**config.mk**
```make
export PLATFORM = sky130hd
export DESIGN_NAME = tx_frame_scheduler
export DESIGN_NICKNAME = d
export VERILOG_FILES = /design/src/rtl/tx_frame_scheduler.sv
export SDC_FILE = /design/constraint.sdc
export NUM_CORES = 1
export LEC_CHECK = 0
export ABC_AREA = 1
export BUFFER_PORTS_ARGS = -buffer_cell sky130_fd_sc_hd__buf_4
export CAP_MARGIN = 0
export CORE_MARGIN = 2
export CORE_UTILIZATION = 45
export DETAILED_ROUTE_END_ITERATION = 12
export GPL_ROUTABILITY_DRIVEN = 0
export GPL_TIMING_DRIVEN = 0
export PLACE_DENSITY = 0.69
export SYNTH_ARGS = -nofsm -noshare
export SYNTH_HDL_FRONTEND = slang
export SYNTH_SLANG_ARGS = --single-unit
export TNS_END_PERCENT = 50
```
**constraint.sdc**
```tcl
create_clock -name TX_CLK -period 2.55 [get_ports TX_CLK]
set_input_delay 0.1275 -clock TX_CLK [delete_from_list [all_inputs] [get_ports TX_CLK]]
set_output_delay 0.1275 -clock TX_CLK [all_outputs]
set_load 0.05 [all_outputs]
```
**src/rtl/tx_frame_scheduler.sv**
```systemverilog
// tx_frame_scheduler: decides when the MAC transmit engine starts a client
// frame or a locally requested pause frame. Honours received pause time,
// inter-frame gap, link faults and an acknowledge timeout.
module tx_frame_scheduler #(
  parameter int QUANTUM_CYCLES = 8,
  parameter int ACK_TIMEOUT    = 64
) (
  input  logic        TX_CLK,
  input  logic        RESET,
  input  logic        CLIENT_REQ,
  input  logic        PAUSE_REQ,
  input  logic [15:0] PAUSE_DATA,
  input  logic        FC_TX_PAUSEVALID,
  input  logic [15:0] FC_TX_PAUSEDATA,
  input  logic [7:0]  TX_IFG_DELAY,
  input  logic        TX_ACK,
  input  logic        FRAME_DONE,
  input  logic        LOCALLINKFAULT,
  input  logic        RXTXLINKFAULT,
  output logic        TX_START,
  output logic        CLIENT_GRANT,
  output logic        FC_TRANS_PAUSEVAL,
  output logic [15:0] FC_TRANS_PAUSEDATA,
  output logic        PAUSED,
  output logic        BUSY,
  output logic        TIMEOUT
);

  localparam int AW = $clog2(ACK_TIMEOUT + 1);

  typedef enum logic [2:0] {
    IDLE, START_CLIENT, WAIT_ACK, START_PAUSE, ACTIVE, IFG
  } state_t;

  state_t        state_reg, state_next;
  logic          pend_reg, pend_next;
  logic [15:0]   pdata_reg, pdata_next;
  logic [18:0]   pause_cnt_reg, pause_cnt_next;
  logic [7:0]    ifg_cnt_reg, ifg_cnt_next;
  logic [AW-1:0] ack_cnt_reg, ack_cnt_next;
  logic          tx_start_reg, grant_reg, grant_next;
  logic          fc_val_reg, paused_reg, busy_reg;
  logic          timeout_reg, timeout_next;
  logic [15:0]   fc_data_reg, fc_data_next;

  logic          fault;
  logic          pend_any;
  logic [15:0]   pend_data;
  logic [18:0]   pause_load;

  // A request arriving this very cycle counts as pending, so a pause request
  // coinciding with a client request in IDLE still goes out first.
  assign fault      = LOCALLINKFAULT | RXTXLINKFAULT;
  assign pend_any   = pend_reg | PAUSE_REQ;
  assign pend_data  = PAUSE_REQ ? PAUSE_DATA : pdata_reg;
  assign pause_load = 19'(FC_TX_PAUSEDATA) * 19'(QUANTUM_CYCLES);

  // Next-state logic, IFG / ack-wait counters and single-cycle pulse requests
  always_comb begin
    state_next   = state_reg;
    ifg_cnt_next = ifg_cnt_reg;
    ack_cnt_next = ack_cnt_reg;
    grant_next   = 1'b0;
    timeout_next = 1'b0;
    case (state_reg)
      IDLE: begin
        if (!fault) begin
          if (pend_any)                     state_next = START_PAUSE;
          else if (CLIENT_REQ && !paused_reg) state_next = START_CLIENT;
        end
      end
      START_CLIENT: begin
        ack_cnt_next = '0;
        state_next   = WAIT_ACK;
      end
      WAIT_ACK: begin
        if (TX_ACK) begin
          grant_next = 1'b1;
          state_next = ACTIVE;
        end else if (ack_cnt_reg == AW'(ACK_TIMEOUT - 1)) begin
          timeout_next = 1'b1;
          state_next   = IDLE;
        end else begin
          ack_cnt_next = ack_cnt_reg + 1'b1;
        end
      end
      START_PAUSE: state_next = ACTIVE;
      ACTIVE: begin
        if (FRAME_DONE) begin
          ifg_cnt_next = TX_IFG_DELAY;
          state_next   = IFG;
        end
      end
      IFG: begin
        // A captured gap of 0 or 1 both spend exactly one cycle here.
        if (ifg_cnt_reg <= 8'd1) begin
          ifg_cnt_next = '0;
          state_next   = IDLE;
        end else begin
          ifg_cnt_next = ifg_cnt_reg - 8'd1;
        end
      end
      default: state_next = IDLE;
    endcase
  end

  // Pending pause-frame request: consumed when START_PAUSE is entered
  always_comb begin
    pend_next    = pend_reg;
    pdata_next   = pdata_reg;
    fc_data_next = '0;
    if (state_next == START_PAUSE) begin
      pend_next    = 1'b0;
      fc_data_next = pend_data;
    end else if (PAUSE_REQ) begin
      pend_next  = 1'b1;
      pdata_next = PAUSE_DATA;
    end
  end

  // Received-pause countdown: a load always wins over the decrement
  always_comb begin
    pause_cnt_next = pause_cnt_reg;
    if (FC_TX_PAUSEVALID)           pause_cnt_next = pause_load;
    else if (pause_cnt_reg != '0)   pause_cnt_next = pause_cnt_reg - 19'd1;
  end

  // State, counters and registered outputs
  always_ff @(posedge TX_CLK or posedge RESET) begin
    if (RESET) begin
      state_reg     <= IDLE;
      pend_reg      <= 1'b0;
      pdata_reg     <= '0;
      pause_cnt_reg <= '0;
      ifg_cnt_reg   <= '0;
      ack_cnt_reg   <= '0;
      tx_start_reg  <= 1'b0;
      grant_reg     <= 1'b0;
      fc_val_reg    <= 1'b0;
      fc_data_reg   <= '0;
      paused_reg    <= 1'b0;
      busy_reg      <= 1'b0;
      timeout_reg   <= 1'b0;
    end else begin
      state_reg     <= state_next;
      pend_reg      <= pend_next;
      pdata_reg     <= pdata_next;
      pause_cnt_reg <= pause_cnt_next;
      ifg_cnt_reg   <= ifg_cnt_next;
      ack_cnt_reg   <= ack_cnt_next;
      tx_start_reg  <= (state_next == START_CLIENT);
      grant_reg     <= grant_next;
      fc_val_reg    <= (state_next == START_PAUSE);
      fc_data_reg   <= fc_data_next;
      paused_reg    <= (pause_cnt_next != '0);
      busy_reg      <= (state_next != IDLE);
      timeout_reg   <= timeout_next;
    end
  end

  assign TX_START           = tx_start_reg;
  assign CLIENT_GRANT       = grant_reg;
  assign FC_TRANS_PAUSEVAL  = fc_val_reg;
  assign FC_TRANS_PAUSEDATA = fc_data_reg;
  assign PAUSED             = paused_reg;
  assign BUSY               = busy_reg;
  assign TIMEOUT            = timeout_reg;

endmodule

```
# ---- Yosys cells after proc, flatten, opt, wreduce, memory -nomap -nowiden
# Index checks and enable logic that the tools add are counted.
dict set report op_classes {
  mul 0
  div_mod_pow 0
  shifts 0
  magnitude_cmp 1
  bitwise 2
  reduce_logical 11
  addsub 3
  n_eq_ne 11
  mux 25
}
# cell count
set ops {}
lappend ops {{$mux 19} 2}
lappend ops {{$reduce_bool 19->1} 2}
lappend ops {{$mux 16} 2}
lappend ops {{$mux 3} 7}
lappend ops {{$sub 19x1->19 const B} 1}
lappend ops {{$pmux 3 s6} 1}
lappend ops {{$mux 8} 2}
lappend ops {{$pmux 8 s2} 1}
lappend ops {{$mux 7} 2}
lappend ops {{$pmux 7 s2} 1}
lappend ops {{$eq 3x2->1 const B} 3}
lappend ops {{$le 8x1->1 const B} 1}
lappend ops {{$sub 8x1->8 const B} 1}
lappend ops {{$add 7x1->7 const B} 1}
lappend ops {{$eq 7x6->1 const B} 1}
lappend ops {{$mux 1} 7}
lappend ops {{$eq 3x1->1 const B} 2}
lappend ops {{$eq 3x3->1 const B} 2}
lappend ops {{$ne 2x2->1 const B} 3}
lappend ops {{$reduce_bool 2->1} 3}
lappend ops {{$logic_not 3->1} 1}
lappend ops {{$reduce_and 3->1} 1}
lappend ops {{$reduce_bool 3->1} 1}
lappend ops {{$or 1x1->1} 2}
lappend ops {{3 further kinds} 3}
dict set report totals {
  elab_cells 66
  ram_bits 0
  mem_bits_ro 0
  input_bits 49
  regBits 76
  memories 0
  output_inout_bits 22
  latchBits 0
}

# ---- Depth between registers and ports, before layout
# Gate-level depths: netlist of the first run.
dict set report depth {
  word_depth 8
  ltp_mapped 13
  mapped_depth_nobuf 13
}

# ---- Least setup slack after synthesis of the first run
# OpenSTA, ideal clock, no wires.
dict set report synth_timing {
  kind {register to register}
  from {register pause_cnt_reg[0]}
  to {register paused_reg, in the netlist PAUSED}
  slack_ns 0.795
  t_required_ns 2.421
  arrival_ns 1.627
  setup_time_ns 0.129
  stages_incl_launch_ff 13
  path_cell_list {dfrtp_1 > inv_2 > ha_1 > nand2_2 > nor2_8 > nand3_4 > buf_6 > nor2_1 > nor2_1 > nand2_1 > nand3_1 > nor2_1 > nand3_1}
}
dict set report synth_between {
  elab_chain_len 4
}
# element line_no
set synth_lines {}
lappend synth_lines {{start: declaration} 38} ;# logic [18:0] pause_cnt_reg, pause_cnt_next;
lappend synth_lines {{start signal: assignment} 148} ;# pause_cnt_reg <= pause_cnt_next;
lappend synth_lines {{$sub 19x1->19 or $reduce_bool 19->1 (tied branches)} 125} ;# else if (pause_cnt_reg != '0) pause_cnt_next = pause_cnt_reg - 19'd1;
lappend synth_lines {{$mux 19 *} 125}
lappend synth_lines {{$mux 19 *} 124} ;# if (FC_TX_PAUSEVALID) pause_cnt_next = pause_load;
lappend synth_lines {{$reduce_bool 19->1 *} 155} ;# paused_reg <= (pause_cnt_next != '0);
lappend synth_lines {{end signal: assignment} 155}
lappend synth_lines {{end: declaration} 42} ;# logic fc_val_reg, paused_reg, busy_reg;
# Mark *: on every way between the ends. The rest lies on a longest branch, timed or not.
# A chain may end at the register's enable or synchronous reset.

# ---- Worst setup path in the final report of the first run
dict set report layout_timing {
  from {register pause_cnt_reg[0]}
  to {register paused_reg, in the netlist PAUSED}
}
dict set report layout_between {
  elab_chain_len 4
}
# element line_no
set layout_lines {}
lappend layout_lines {{$sub 19x1->19 or $reduce_bool 19->1 (tied branches)} 125}
lappend layout_lines {{$mux 19 *} 125}
lappend layout_lines {{$mux 19 *} 124}
lappend layout_lines {{named net pause_cnt_next[10]} 38}
lappend layout_lines {{$reduce_bool 19->1 *} 155}
# Mark *: on every way through the listed nets, which the timed path passes. The rest lies on a longest branch.

==> impl_metrics.env, run 1 <==
export IMPL_status="finished clean"
export IMPL_synth_cell_types=38
export IMPL_fin_skew_ns=0.00973
export IMPL_power_density_nw_per_um2=902
export IMPL_min_period_over_period_pct=84.5
export IMPL_rsz0062_at_grt="no"
export IMPL_slew_viol_final=0
export IMPL_nNetsFinal=618
export IMPL_yosys_area_top_type="dfrtp_1"
export IMPL_cp_end_kind="register"
export IMPL_vias=3300
export IMPL_r2r_cells=12
export IMPL_yosys_top_cells_area="dfrtp_1, nand2_1, nor2_1"
export IMPL_critPathLaunchType="register"
export IMPL_synth_edf_count=0
export IMPL_yosysWarningCount=0
export IMPL_grt_overflow_total=0
export IMPL_drt_first_pass_iters=4
export IMPL_finalHoldViolations=0
export IMPL_drive_gt1_share_pct=23.2
export IMPL_grt_max_degree=47
export IMPL_pwr_share_clk_pct=19.5
export IMPL_internal_power_mw=2.53
export IMPL_finalPower_mw=4.40
export IMPL_yosysTopAreaCellShare_pct=49.0
export IMPL_areaGrowthSynthToFinish_pct=25.8
export IMPL_multi_input_area_um2=1770
export IMPL_min_path_cells=3
export IMPL_power_leakage_nw=2.45
export IMPL_drc=0
export IMPL_clkSinkCount=76
export IMPL_die_h_um=96.9
export IMPL_routedWlPerCell_um=12.7
export IMPL_slew_headroom_pct=60.0
export IMPL_synth_nets=523
export IMPL_yosysSeqAreaShare_pct=49.0
export IMPL_grt_pass1_vias=3314
export IMPL_finalNonFillerCells=675
export IMPL_crit_required_ns=2.77
export IMPL_maxCapViolCount=0
export IMPL_grt_antenna_before_repair=0
export IMPL_wl_um=8560
export IMPL_ir_drop_uv=483
export IMPL_holdCritPathClass="in2reg"
export IMPL_largest_reg_flops=19
export IMPL_clock_latency_ns=0.35
export IMPL_cts_resized=0
export IMPL_seq_area_um2=1900
export IMPL_ys_flop_type="dfrtp_1"
export IMPL_path_clk_slew_ns=0.09
export IMPL_postCtsSetupBuffers=0
export IMPL_max_stage_delay_ns=0.41
export IMPL_start_util_pct=46.8
export IMPL_viasPerCell=4.89
export IMPL_cts_made_buffers=9
export IMPL_combPwrFrac_pct=38.8
export IMPL_pre_cts_ws_ns=0.422
export IMPL_setup_ws_ns=0.395
export IMPL_grtUsageTotal_pct=19.4
export IMPL_final_common_cell="nand2_1"
export IMPL_nFillCells=749
export IMPL_cts_tree="yes"
export IMPL_diodes=0
export IMPL_die_width_um=96.9
export IMPL_period_needed_ns=2.16
export IMPL_syn_inst=470
export IMPL_cp_depth=12
export IMPL_use_met3_pct=4.55
export IMPL_startpoint="pause_cnt_reg[0]"
export IMPL_top_usage_layer="met2"
export IMPL_grt_pass1_wl_um=14900
export IMPL_swShare_pct=42.6
export IMPL_critPathBufInv=2
export IMPL_core_um2=8300
export IMPL_fin_util_pct=58.8
export IMPL_path_cells="inv_2 > ha_1 > nand2_2 > nor2_8 > nand3_4 > buf_6 > nand3_2 > nand2_2 > nor2_1 > nand2_1 > nor2_1 > nand3_1"
export IMPL_timing_hold_ws_ns=0.0423
export IMPL_critical_path_max_fanout=10
export IMPL_crit_slowest_cell="dfrtp_1"
export IMPL_hold_start="FC_TX_PAUSEDATA[0]"
export IMPL_synthArstFlopShare_pct=100
export IMPL_crit_family="simple AND/OR/NAND/NOR gates"
export IMPL_p_sw_mw=1.87
export IMPL_rows=33
export IMPL_setup_violations=0
export IMPL_max_freq_mhz=464
export IMPL_tightest_slew_ns=0.600
export IMPL_syn_area_um2=3880
export IMPL_ys_ff_latch=76
export IMPL_port_buffers=69
export IMPL_mostFrequentLayoutCells="nand2_1, dfrtp_1, nor2_1, buf_4, inv_1"
export IMPL_io_pins=71
export IMPL_drtAntennaViolNets=0
export IMPL_dr_first_iter_drc_count=105
export IMPL_dp_cells=645
export IMPL_cts_root_buf="clkbuf_8"
export IMPL_cts_buffer_depth=2
export IMPL_use_met1_pct=25.3
export IMPL_dieArea_um2=9380
export IMPL_worstSetupPathType="reg2reg"
export IMPL_seqPwrFrac_pct=41.7
export IMPL_cts_htree_levels=3
export IMPL_worstPathArrival_ns=2.37
export IMPL_met2_usage_pct=32.0
export IMPL_avgSynthCellArea_um2=8.26
export IMPL_hpwlAfterDp_um=6210
export IMPL_worstReg2RegStart="pause_cnt_reg[0]"
==> routing by layer <==
layer	share of wire [%]	routed length, um
met1	47	4000
met2	48	4080
met3	4.2	356
met4	1.4	120
met5	0	0
==> path summary, 6_finish.rpt <==
| path | slack (ns) | end |
|---|---|---|
| min in group asynchronous | 0.33 | ifg_cnt_reg[5] |
| worst min register to register | 0.50 | pdata_reg[8] |
| worst max-delay path | 0.39 | PAUSED |
| max in group asynchronous | 1.66 | pause_cnt_reg[6] |
| worst min-delay path | 0.04 | pause_cnt_reg[3] |
| worst max register to register | 0.39 | PAUSED |
==> metrics by stage <==
stage	instance area, um^2	setup TNS [ns]
after CTS	4870	0
final	4880	0
after global routing	4880	0
after detailed placement	4560	0
after global placement	4530	-37.54
after floorplan	3880	0
==> power by group through the flow <==
stage          sequential [mW]  clock (mW)  combinational [mW]
6_report                  1.83       0.859                1.71
5_1_grt                   1.89       0.952                1.89
4_1_cts                   1.83       0.889                1.72
3_5_place_dp              1.86           0                1.70
3_3_place_gp              1.84           0                1.65
2_1_floorplan             2.14           0               0.922
==> cell type report <==
cell class	count	share of cell area (%)
Buffer	10	1.08
Inverter	42	3.28
Multi-Input combinational cell	342	36.2
Clock inverter	7	1.18
Clock buffer	9	2.54
Tap cell	105	2.69
Sequential cell	76	39.0
Timing Repair Buffer	84	14.0
==> cell usage after synthesis, drive strengths merged (2+ instances only) <==
cell,instances
or2,2
inv,42
nand2,128
clkbuf,2
nor2,83
nand3b,5
mux2i,16
xor2,3
a21oi,12
o21ai,34
nor3,10
nand3,30
ha,4
buf,8
xnor2,5
nand4,2
dfrtp,76
==> worst register-to-register path, stage by stage (launching register included) <==
cell     delay [ns]
dfrtp_1        0.41
inv_2          0.10
ha_1           0.20
nand2_2        0.17
nor2_8         0.20
nand3_4        0.17
buf_6          0.20
nand3_2        0.08
nand2_2        0.06
nor2_1         0.10
nand2_1        0.09
nor2_1         0.15
nand3_1        0.10
==> cell families (layout without fill, tap and decap cells) <==
family / after synthesis / count (layout) / share of synthesized area (%)
flops: 76 / 76 / 49.0
compound gates: 53 / 53 / 7.61
mux: 16 / 16 / 4.13
simple gates: 261 / 261 / 30.7
fa+ha+maj: 4 / 4 / 1.29
xor+xnor: 8 / 8 / 1.81
buf+inv: 52 / 152 / 5.42
==> repair_timing <==
action | 4_1_cts | 5_1_grt
endpoints found under the hold margin | 42 | 1
endpoints found under the setup margin | 0 | 0
hold buffers | 13 | 1
Note: power is estimated with default switching activity, not from simulation.
==> run 2, diff against run 1 <==
==> constraint.sdc (replaced) <==
create_clock -name TX_CLK -period 2.1 [get_ports TX_CLK]
set_input_delay 0.105 -clock TX_CLK [delete_from_list [all_inputs] [get_ports TX_CLK]]
set_output_delay 0.105 -clock TX_CLK [all_outputs]
set_load 0.05 [all_outputs]
==> impl_metrics.env, run 2 (same netlist as run 1, synthesis figures left out) <==
export IMPL_status="finished clean"
export IMPL_path_cells="inv_1 > ha_4 > nand2_4 > nor2_8 > nand3_4 > buf_6 > nand3_2 > nand2_2 > nor2_1 > nand2_1 > nor2_1 > nand3_1"
export IMPL_drc=0
export IMPL_finalPower_mw=5.36
export IMPL_crit_slowest_cell="dfrtp_1"
export IMPL_tightest_slew_ns=0.590
export IMPL_startpoint="pause_cnt_reg[1]"
export IMPL_dr_first_iter_drc_count=120
export IMPL_clkSinkCount=76
export IMPL_drive_gt1_share_pct=23.8
export IMPL_holdCritPathClass="in2reg"
export IMPL_worstSetupPathType="reg2reg"
export IMPL_timing_hold_ws_ns=0.0241
export IMPL_r2r_cells=12
export IMPL_rows=33
export IMPL_worstReg2RegStart="pause_cnt_reg[1]"
export IMPL_setup_violations=0
export IMPL_path_common_cell="nor2_1"
export IMPL_min_period_over_period_pct=93.0
export IMPL_largest_reg_flops=19
export IMPL_maxCapViolCount=0
export IMPL_grt_max_degree=47
export IMPL_cts_buffer_depth=2
export IMPL_max_freq_mhz=512
export IMPL_io_pins=71
export IMPL_grt_pass1_vias=3312
export IMPL_die_h_um=96.9
export IMPL_slew_viol_final=0
export IMPL_grtUsageTotal_pct=19.4
export IMPL_tns_ns=0
export IMPL_period_needed_ns=1.95
export IMPL_cts_htree_levels=3
export IMPL_cts_tree="yes"
export IMPL_regToRegEndpoint="PAUSED"
export IMPL_dieArea_um2=9380
export IMPL_start_util_pct=46.8
export IMPL_rsz0062_at_grt="no"
export IMPL_hpwlAfterDp_um=6210
export IMPL_power_density_nw_per_um2=1090
export IMPL_fin_util_pct=59.5
export IMPL_finalHoldViolations=0
export IMPL_power_leakage_nw=2.47
export IMPL_crit_end="PAUSED"
export IMPL_pre_cts_ws_ns=-0.0279
export IMPL_cp_depth=12
export IMPL_drt_first_pass_iters=5
export IMPL_die_width_um=96.9
export IMPL_ir_drop_uv=587
export IMPL_grt_overflow_total=0
export IMPL_grt_pass1_wl_um=14900
export IMPL_grt_antenna_before_repair=0
export IMPL_critPathLaunchType="register"
export IMPL_critPathBufInv=2
export IMPL_path_clk_slew_ns=0.08
export IMPL_cts_root_buf="clkbuf_8"
export IMPL_areaGrowthSynthToFinish_pct=27.3
export IMPL_nNetsFinal=623
export IMPL_nFillCells=741
export IMPL_vias=3341
export IMPL_cts_made_buffers=9
export IMPL_final_common_cell="nand2_1"
export IMPL_diodes=0
export IMPL_cp_end_kind="register"
export IMPL_viasPerCell=4.91
export IMPL_crit_family="simple AND/OR/NAND/NOR gates"
export IMPL_port_buffers=69
export IMPL_slew_headroom_pct=60.7
export IMPL_setup_ws_ns=0.146
export IMPL_max_stage_delay_ns=0.40
export IMPL_critical_path_max_fanout=10
export IMPL_wl_um=8720
export IMPL_clock_latency_ns=0.35
export IMPL_min_path_cells=3
export IMPL_drtAntennaViolNets=0
export IMPL_crit_required_ns=2.32
export IMPL_core_um2=8300
export IMPL_fin_skew_ns=0.00969
export IMPL_mostFrequentLayoutCells="nand2_1, dfrtp_1, nor2_1, buf_4, inv_1"
export IMPL_r2r_slack_ns=0.15
export IMPL_routedWlPerCell_um=12.8
export IMPL_worstPathArrival_ns=2.17
## run 2: cell types whose count changed in the layout (fill, tap and decap cells not counted)
cell	before	now
nand3_2	5	6
ha_4	0	1
buf_4	69	72
dlygate4sd3_1	14	15
nand2_2	9	8
nand2_4	0	1
ha_1	4	3
## run 2: area by class of cell
class / count / area [um^2] / share of cell area [%]
inverter: 42 / 160 / 3.24
timing repair buffer: 88 / 718 / 14.5
clock inverter: 7 / 57.6 / 1.16
multi-input combinational: 343 / 1800 / 36.3
clock buffer: 9 / 124 / 2.51
buffer: 10 / 52.6 / 1.06
sequential: 76 / 1900 / 38.5
tap: 105 / 131 / 2.66
## run 2: stage by stage
stage	std cells	instance area, um^2
after floorplan	470	3880
after global placement	644	4530
after detailed placement	645	4560
after CTS	676	4900
final	680	4940
after global routing	680	4940
## run 2: per-layer routing
| metal | track usage (%) | part of all wire, % | vias up | wire [um] |
|---|---|---|---|---|
| li1 | - | - | 1713 | - |
| met1 | 25.4 | 46 | 1538 | 3980 |
| met2 | 31.9 | 48 | 79 | 4220 |
| met3 | 4.48 | 4.6 | 11 | 403 |
| met4 | 6.07 | 1.3 | 0 | 114 |
| met5 | 0 | 0 | - | 0 |
## run 2: where the power goes
part	internal (mW)	switching (mW)	total (mW)	leakage (nW)
clock network	0.445	0.600	1.04	0.0881
logic	0.719	1.37	2.09	1.44
registers	1.91	0.314	2.23	0.950
## run 2: how the worst min path moves through the flow
stage	from	end	slack (ns)
finish	FC_TX_PAUSEDATA[12]	pause_cnt_reg[15]	0.02
global placement	TX_ACK	TIMEOUT	0.31
floorplan	TX_ACK	TIMEOUT	0.18
global route	FC_TX_PAUSEDATA[0]	pause_cnt_reg[3]	0.003
detailed placement	RESET	ack_cnt_reg[4]	0.15
CTS	FC_TX_PAUSEDATA[0]	pause_cnt_reg[3]	0.003
## run 2: worst reg2reg max path: cells and delay by family (launching register included)
family	cells	cell delay, ns
flops	1	0.40
fa+ha+maj	1	0.16
simple gates	9	0.98
buf+inv	2	0.29
## run 2: timing repair
item | CTS | global route
gates resized for setup | 1 | 2
pin swaps | 0 | 1
gates cloned | 0 | 1
buffers inserted | 0 | 3
endpoints found under the hold margin | 44 | 0
hold buffers | 15 | 0
setup endpoints to repair | 1 | 1
==> run 3, diff against run 2 <==
--- a/config.mk
+++ b/config.mk
@@ -13,7 +13,9 @@
 export DETAILED_ROUTE_END_ITERATION = 12
 export GPL_ROUTABILITY_DRIVEN = 0
 export GPL_TIMING_DRIVEN = 0
-export PLACE_DENSITY = 0.69
+export PLACE_DENSITY_LB_ADDON = 0.08
+export REMOVE_ABC_BUFFERS = 1
+export SLEW_MARGIN = 20
 export SYNTH_ARGS = -nofsm -noshare
 export SYNTH_HDL_FRONTEND = slang
 export SYNTH_SLANG_ARGS = --single-unit
==> impl_metrics.env, run 3 (same netlist as run 1, synthesis figures left out) <==
export IMPL_slew_viol_final=0
export IMPL_use_met3_pct=4.77
export IMPL_regToRegEndpoint="PAUSED"
export IMPL_clkSinkCount=76
export IMPL_critical_path_max_fanout=7
export IMPL_cts_htree_levels=3
export IMPL_cts_buffer_depth=2
export IMPL_dr_first_iter_drc_count=107
export IMPL_largest_reg_flops=19
export IMPL_port_buffers=70
export IMPL_grt_pass1_vias=3391
export IMPL_drive_gt1_share_pct=23.0
export IMPL_min_path_cells=3
export IMPL_r2r_cells=12
export IMPL_r2r_slack_ns=0.20
export IMPL_grtUsageTotal_pct=19.5
export IMPL_routedWlPerCell_um=13.0
export IMPL_ir_drop_uv=602
export IMPL_clock_latency_ns=0.36
export IMPL_worstSetupPathType="reg2reg"
export IMPL_grt_pass1_wl_um=15000
export IMPL_drtAntennaViolNets=0
export IMPL_max_freq_mhz=527
export IMPL_met2_usage_pct=32.7
export IMPL_hpwlAfterDp_um=5990
export IMPL_min_period_over_period_pct=90.4
export IMPL_drt_first_pass_iters=4
export IMPL_max_stage_delay_ns=0.41
export IMPL_path_cells="inv_2 > ha_2 > nand2_4 > nor2_8 > nand3_4 > buf_4 > nand3_2 > nand2_2 > nor2_2 > nand2_1 > nor2_1 > nand3_1"
export IMPL_critPathLaunchType="register"
export IMPL_grt_antenna_before_repair=0
export IMPL_vias=3295
export IMPL_die_h_um=96.9
export IMPL_period_needed_ns=1.90
export IMPL_fin_area_um2=4930
export IMPL_rows=33
export IMPL_cts_made_buffers=9
export IMPL_cts_tree="yes"
export IMPL_tightest_slew_ns=0.571
export IMPL_dp_cells=636
export IMPL_nNetsFinal=613
export IMPL_grt_max_degree=53
export IMPL_start_util_pct=46.8
export IMPL_fin_util_pct=59.4
export IMPL_core_um2=8300
export IMPL_crit_required_ns=2.33
export IMPL_die_width_um=96.9
export IMPL_cp_end_kind="register"
export IMPL_finalNonFillerCells=670
export IMPL_fin_skew_ns=0.0134
export IMPL_top_usage_layer="met2"
export IMPL_final_common_cell="nand2_1"
export IMPL_timing_hold_ws_ns=0.00179
export IMPL_use_met1_pct=24.5
export IMPL_diodes=0
export IMPL_wl_um=8730
export IMPL_placed_area_um2=4510
export IMPL_rsz0062_at_grt="yes"
export IMPL_dieArea_um2=9380
export IMPL_cts_root_buf="clkbuf_8"
export IMPL_min_to="pause_cnt_reg[18]"
export IMPL_mostFrequentLayoutCells="nand2_1, dfrtp_1, nor2_1, buf_4, inv_1"
export IMPL_areaGrowthSynthToFinish_pct=27.0
export IMPL_io_pins=71
export IMPL_grt_overflow_total=0
export IMPL_setup_violations=0
export IMPL_worstPathArrival_ns=2.13
export IMPL_worstReg2RegStart="pause_cnt_reg[0]"
export IMPL_power_density_nw_per_um2=1110
export IMPL_status="finished clean"
export IMPL_finalHoldViolations=0
export IMPL_hold_start="FC_TX_PAUSEDATA[15]"
export IMPL_power_leakage_nw=2.44
export IMPL_viasPerCell=4.92
export IMPL_crit_slowest_cell="dfrtp_1"
export IMPL_holdCritPathClass="in2reg"
export IMPL_path_clk_slew_ns=0.10
export IMPL_slew_headroom_pct=61.9
export IMPL_drc=0
export IMPL_maxCapViolCount=0
[run 3: cell types whose count changed in the layout (fill, tap and decap cells not counted), sizes merged]
cell,previous run,this run
bufinv,0,1
buf,81,72
clkbuf,11,9
nand3,31,32
inv,45,44
[run 3: layer usage]
layer,share of wire [%],vias up
met2,49,75
met5,0,-
met4,1.9,0
met1,44,1509
li1,-,1699
met3,5.8,12
[run 3: how the worst max path moves through the flow]
stage / to / startpoint
after floorplan: BUSY / RESET
after global routing: pdata_reg[12] / state_reg[1]
final: PAUSED / pause_cnt_reg[0]
after detailed placement: PAUSED / pause_cnt_reg[0]
after global placement: ifg_cnt_reg[3] / RESET
after CTS: PAUSED / pause_cnt_reg[0]
[run 3: report_power, final]
part           internal (mW)  total, mW  switching (mW)  leakage (nW)
registers               1.91       2.24           0.323         0.950
clock network          0.569       1.19           0.619        0.0995
logic                  0.689       2.04            1.35          1.39
total                   3.17       5.46            2.29          2.44
[run 3: critical path: cells and delay by family (launching register included)]
| kind | cells | cell delay, ns |
|---|---|---|
| adder cells (fa/ha/maj) | 1 | 0.22 |
| AND/OR/NAND/NOR | 9 | 0.85 |
| buffers and inverters | 2 | 0.28 |
| flip-flops | 1 | 0.41 |
[run 3: repair_timing]
| action | CTS | global route |
|---|---|---|
| hold endpoints to repair | 38 | 0 |
| hold buffers | 15 | 0 |
| pin swaps | 0 | 1 |
| setup buffers | 1 | 0 |
| endpoints found under the setup margin | 1 | 2 |
| resized for setup | 0 | 5 |
| cloned | 1 | 1 |
[run 3: stage by stage]
stage | power, mW | worst slack, ns | setup TNS, ns
floorplan | 3.68 | 0.0567 | 0
global placement | 4.21 | -0.942 | -71.35
detailed placement | 4.28 | 0.0186 | 0
CTS | 5.51 | 0.0360 | 0
global route | 5.86 | -0.00425 | -0.00425
finish | 5.46 | 0.202 | 0
[run 3: area by class of cell]
| class | instances | area [um^2] |
|---|---|---|
| Clock buffer | 9 | 124 |
| Clock inverter | 7 | 85.1 |
| Fill cell | 788 | 3370 |
| Inverter | 42 | 160 |
| Multi-Input combinational cell | 344 | 1820 |
| Sequential cell | 76 | 1900 |
| Tap cell | 105 | 131 |
| Timing Repair Buffer | 87 | 711 |
